<file path="src/rtl/ahb_ri5cy_ifetch_bridge.sv">
// ahb_ri5cy_ifetch_bridge: RI5CY instruction-fetch req/gnt/rvalid to AHB-Lite single-word read master.
// Optional AHB_IFETCH_ERR_EN turns AHB error responses into instr_err_o pulses.
module ahb_ri5cy_ifetch_bridge #(
    parameter int AHB_ADDR_WIDTH = 32,
    parameter int AHB_DATA_WIDTH = 32
) (
    input  logic                      clk,
    input  logic                      rstn,
    input  logic                      instr_req_i,
    input  logic [AHB_ADDR_WIDTH-1:0] instr_addr_i,
    output logic                      instr_gnt_o,
    output logic                      instr_rvalid_o,
    output logic [AHB_DATA_WIDTH-1:0] instr_rdata_o,
    output logic                      instr_err_o,
    output logic [AHB_ADDR_WIDTH-1:0] haddr_o,
    output logic [1:0]                htrans_o,
    output logic                      hwrite_o,
    output logic [2:0]                hsize_o,
    output logic [2:0]                hburst_o,
    output logic [3:0]                hprot_o,
    output logic                      hmastlock_o,
    output logic [AHB_DATA_WIDTH-1:0] hwdata_o,
    input  logic [AHB_DATA_WIDTH-1:0] hrdata_i,
    input  logic                      hready_i,
    input  logic                      hresp_i
);
    typedef enum logic {IDLE, DATA} state_t;

    state_t                    state_q, state_d;
    logic                      rvalid_q, rvalid_d;
    logic [AHB_DATA_WIDTH-1:0] rdata_q, rdata_d;
    logic                      err_q, err_d;
    logic                      cancel;
    logic                      unused_bits;

    // Both error cycles of a two-cycle AHB error response block a new address phase.
`ifdef AHB_IFETCH_ERR_EN
    assign cancel      = state_q == DATA && hresp_i;
    assign unused_bits = ^instr_addr_i[1:0];
`else
    assign cancel      = 1'b0;
    assign unused_bits = ^{hresp_i, instr_addr_i[1:0]};
`endif

    always_comb begin
        haddr_o     = {instr_addr_i[AHB_ADDR_WIDTH-1:2], 2'b00};
        htrans_o    = (instr_req_i && rstn && !cancel) ? 2'b10 : 2'b00;
        instr_gnt_o = htrans_o[1] & hready_i;
        state_d     = ((state_q == DATA && !hready_i) || instr_gnt_o) ? DATA : IDLE;
        rvalid_d    = state_q == DATA && hready_i;
`ifdef AHB_IFETCH_ERR_EN
        err_d       = rvalid_d && hresp_i;
`else
        err_d       = 1'b0;
`endif
        rdata_d     = rvalid_d ? (err_d ? '0 : hrdata_i) : rdata_q;
    end

    always_ff @(posedge clk) begin
        if (!rstn) begin
            state_q  <= IDLE;
            rvalid_q <= 1'b0;
            rdata_q  <= '0;
            err_q    <= 1'b0;
        end else begin
            state_q  <= state_d;
            rvalid_q <= rvalid_d;
            rdata_q  <= rdata_d;
            err_q    <= err_d;
        end
    end

    assign instr_rvalid_o = rvalid_q;
    assign instr_rdata_o  = rdata_q;
    assign instr_err_o    = err_q;
    assign hwrite_o       = 1'b0;
    assign hsize_o        = 3'b010;
    assign hburst_o       = 3'b000;
    assign hprot_o        = 4'b0010;
    assign hmastlock_o    = 1'b0;
    assign hwdata_o       = '0;
endmodule

</file>
<file path="config.mk">
export PLATFORM = sky130hd
export DESIGN_NAME = ahb_ri5cy_ifetch_bridge
export DESIGN_NICKNAME = d
export VERILOG_FILES = /design/src/rtl/ahb_ri5cy_ifetch_bridge.sv
export SDC_FILE = /design/constraint.sdc
export NUM_CORES = 1
export LEC_CHECK = 0
export ABC_AREA = 1
export ABC_CLOCK_PERIOD_IN_PS = 1200
export CAP_MARGIN = 30
export CORE_MARGIN = 5
export CORE_UTILIZATION = 30
export CTS_BUF_LIST = sky130_fd_sc_hd__clkbuf_8
export DETAILED_ROUTE_END_ITERATION = 12
export PLACE_DENSITY = 0.79
export SKIP_LAST_GASP = 1
export SLEW_MARGIN = 20
export SYNTH_ARGS = -nofsm -noshare
export SYNTH_HDL_FRONTEND = slang
export SYNTH_SLANG_ARGS = --single-unit
</file>
<file path="constraint.sdc">
create_clock -name clk -period 1.2 [get_ports clk]
set_clock_uncertainty 0.1 [all_clocks]
set_input_delay 0.18 -clock clk [delete_from_list [all_inputs] [get_ports clk]]
set_output_delay 0.18 -clock clk [all_outputs]
set_load 0.005 [all_outputs]
</file>
=== After elaboration in Yosys (flattened, before gate mapping) ===
Index checks and enable logic that the tools add are counted.

* Register bits after elaboration: 34
* Bits in latches: 0
* Bits in writable memories: 0
* Memory bits (read-only): 0
* Input bits: 69
* Logic and storage cells: 11
* Memories: 0

* $add $sub $neg: 0
* $mul: 0
* Div/mod/pow operators: 0
* $lt $le $gt $ge: 0
* Equality and inequality tests: 0
* Shift operators: 0
* Multiplexer cells: 2
* Bitwise gates (word level): 1
* Reduce and logical (&&, ||, !) cells: 5

{| class="wikitable"
|+ Operators with widths
! operator !! count
|-
| $logic_and A1 B1 Y1 || 3
|-
| $mux W2 || 1
|-
| $and A1 B1 Y1 || 1
|-
| $logic_not A1 Y1 || 1
|-
| $logic_or A1 B1 Y1 || 1
|-
| $mux W1 || 1
|}

=== Logic depth before layout (Yosys ltp) ===
* Word-level depth: 5
* Mapped depth: 6
* Mapped depth without buffers: 4

=== Least setup slack after synthesis ===
Ideal clock, no wire load.

* Path kind: register -> register
* From: register with a tool-made name
* To: register rdata_q[0], in the netlist instr_rdata_o[0]
* Library setup time: 0.113 ns
* Arrival: 0.772 ns
* Required time: 0.987 ns
* Slack: 0.215 ns
* Stages on the path, launching flop included: 6
* Path buffers: 2
* Clock period less this slack: 0.985 ns
* Cell sequence: dfxtp_1 > nand2_1 > buf_6 > buf_4 > nor2_1 > nor2_1

{| class="wikitable"
|+ RTL lines
! item !! line !! RTL
|-
| end signal, assigned || 68 || <nowiki>rdata_q <= rdata_d;</nowiki>
|-
| end, declared || 31 || <nowiki>logic [AHB_DATA_WIDTH-1:0] rdata_q, rdata_d;</nowiki>
|}

=== Final worst setup path ===
* From: register rdata_q[25], in the netlist instr_rdata_o[25]
* To: output instr_rdata_o[25]

{| class="wikitable"
|+ RTL lines
! item !! line !! RTL
|-
| end, declared || 13 || <nowiki>output logic [AHB_DATA_WIDTH-1:0] instr_rdata_o,</nowiki>
|}

No word-level cell between the ends.

==> impl_metrics.csv <==
group,metric,value,unit
status,outcome,"completed",
route,vias,1526,
yosys,ys_warn_count,0,
sta,fin_crit,1.15,ns
critical_path,cp.arrival,0.87,ns
yosys,synth_top_area_share,34.2,%
sta,period_share,95.6,%
yosys,synth_cell_types,10,
clocking,cts_setup_buffers,0,
clocking,ctsHtreeMaxLevel,2,
placement,postPlaceCellArea,2360,µm²
layout,mostFrequentLayoutCells,"nor2_1 (66), nand2_1 (64), conb_1 (48)",
placement,place_hpwl,3070,µm
yosys,synth_top_cell_by_area,"dfxtp_1",
route,vias_per_cell,3.70,
critical_path,crit_fanout,2,
sta,setup-violations-final,0,
layout,area_growth,23.1,%
yosys,netlist_area,1990,µm²
critical_path,startpoint_type,"flip-flop",
sta,fmax,871,MHz
route,postRouteAntennaNets,0,
flow_run,drv_cap,0,
critical_path,crit_family,"flip-flops",
layout,mostFrequentLayoutCell,"nor2_1",
critical_path,r2r_cells,4,
critical_path,end_kind,"output pin",
critical_path,critical_path_buf_inv_count,1,
clocking,clk_pin_slew,0.07,ns
layout,fin_nets,404,
floorplanning,rows,29,
critical_path,r2r_end,"instr_rdata_o[12]",
grt,grt_usage,9.40,%
placement,port_buffers,70,
grt,grt_pass1_wl,6450,µm
yosys,synth-seq-cells,34,
layout,drive_above_1_share,5.37,%
grt,grt_pass1_vias,1468,
route,drc,0,
power_and_ir_drop,cellLeakagePower,1.45,nW
critical_path,crit_path_start,"instr_rdata_o[25]",
grt,overflow,0,
critical_path,max_stage_delay,0.34,ns
sta,hold_violations,0,
clocking,clk-insertion-delay-late,0.28,ns
route,drt_pass1_iterations,4,
clocking,numCtsBuffers,5,
floorplanning,die_y,91.5,µm
clocking,cts_sinks,34,
clocking,clockBufferDepth,2,
floorplanning,pin_count,182,
clocking,cts_tree,"yes",
floorplanning,dieArea,8370,µm²
yosys,syn_area_per_cell,6.78,µm²
sta,rsz0062_at_grt,"no",
power_and_ir_drop,powerDensity,980,nW/µm²
yosys,synth_area_leaders,"dfxtp_1 (34%), buf_4 (31%), nand2_1 (12%)",
critical_path,critPathKind,"reg -> out",
floorplanning,initial_core_util,31.0,%
power_and_ir_drop,vdd_ir_drop_max,0.000629,V
layout,final_cells,412,
worst_hold_path,hp-class,"in -> reg",
floorplanning,core_region_area,6420,µm²
clocking,cts_hold_repair.buffers,0,
layout,fin_area,2450,µm²
route,wl_per_cell,10.4,µm
critical_path,cp.depth,1,
critical_path,r2r_setup_slack,0.16,ns
critical_path,crit_required,0.92,ns
critical_path,crit_end,"instr_rdata_o[25]",
route,wirelength,4270,µm
critical_path,cp_cell_sequence,"dlygate4sd2_1",
yosys,syn_inst,294,
critical_path,cp_slowest_cell,"dfxtp_1",
layout,antenna_cells,0,
placement,gp_congestion,0.670,
clocking,cts-root-buf,"clkbuf_8",
route,drt_iter0_markers,45,
yosys,ys_seq_area_share,34.2,%
grt,grt_start_max_net_pins,38,
grt,antenna_found_initial,0,
floorplanning,die_x,91.5,µm
sta,slew_viol_final,0,
placement,placedCellCount,403,
-- flip-flops by register name, summed over array words and instances, names as in the netlist, named ones only --
signal	cells
instr_rdata_o	32
instr_rvalid_o	1
-- synth_stat cells --
cell	count
buf_2	5
o21ai_0	1
nand3_1	1
inv_1	35
nor2_1	66
conb_1	2
buf_4	81
buf_6	3
nand2_1	66
dfxtp_1	34
-- worst min path at each step --
stage / startpoint / cells past startpoint / slack (ns) / endpoint
floorplan: hrdata_i[18] / 2 / 0.21 / instr_rdata_o[18]
global placement: instr_addr_i[12] / 0 / 0.26 / haddr_o[12]
detailed placement: instr_addr_i[12] / 0 / 0.26 / haddr_o[12]
CTS: instr_req_i / 3 / 0.22 / flip-flop
global route: instr_req_i / 3 / 0.24 / flip-flop
finish: hready_i / 4 / 0.22 / flip-flop
-- metal layers --
metal  vias to the layer above  GRT usage, %  wire (µm)
met1                       642          8.79       1510
met5                         -             0          0
met2                        73          16.5       2090
met3                        20          4.88        561
met4                         0          5.15        114
li1                        791             -          -
-- repair_timing --
item	CTS	global route
endpoints found under the setup margin	35	20
gates cloned	0	2
endpoints found under the hold margin	0	0
pin swaps	1	0
resized for setup	40	6
-- power breakdown --
group          switching, mW  internal, mW
clock network          0.399         0.389
logic                  0.193         0.218
registers             0.0234          1.18
total                  0.615          1.79
-- cell families after synthesis --
logic type      synth area share [%]
flops                           34.2
compound gates                 0.251
simple gates                    25.1
buf+inv                         40.1
other cells                    0.377
-- layout make-up --
class / count / area (µm²)
clock inverter: 2 / 10.0
clock buffer: 5 / 68.8
sequential: 34 / 681
multi-input combinational: 182 / 696
fill: 695 / 3970
tap: 77 / 96.3
timing repair buffer: 77 / 769
inverter: 35 / 131
-- stage by stage --
stage | hold WS, ns | total power, mW | util, % | TNS (ns) | worst slack (ns)
global placement | 0.260 | 1.65 | 36.7 | -7.93 | -0.440
finish | 0.218 | 2.40 | 38.2 | 0 | 0.0523
floorplan | 0.215 | 1.61 | - | 0 | 0.215
detailed placement | 0.260 | 1.66 | 36.7 | -8.49 | -0.470
global route | 0.238 | 2.57 | 38.2 | 0 | 0.000755
CTS | 0.222 | 2.44 | 37.3 | -0.145 | -0.145
Power figures use the tool's default switching activity.
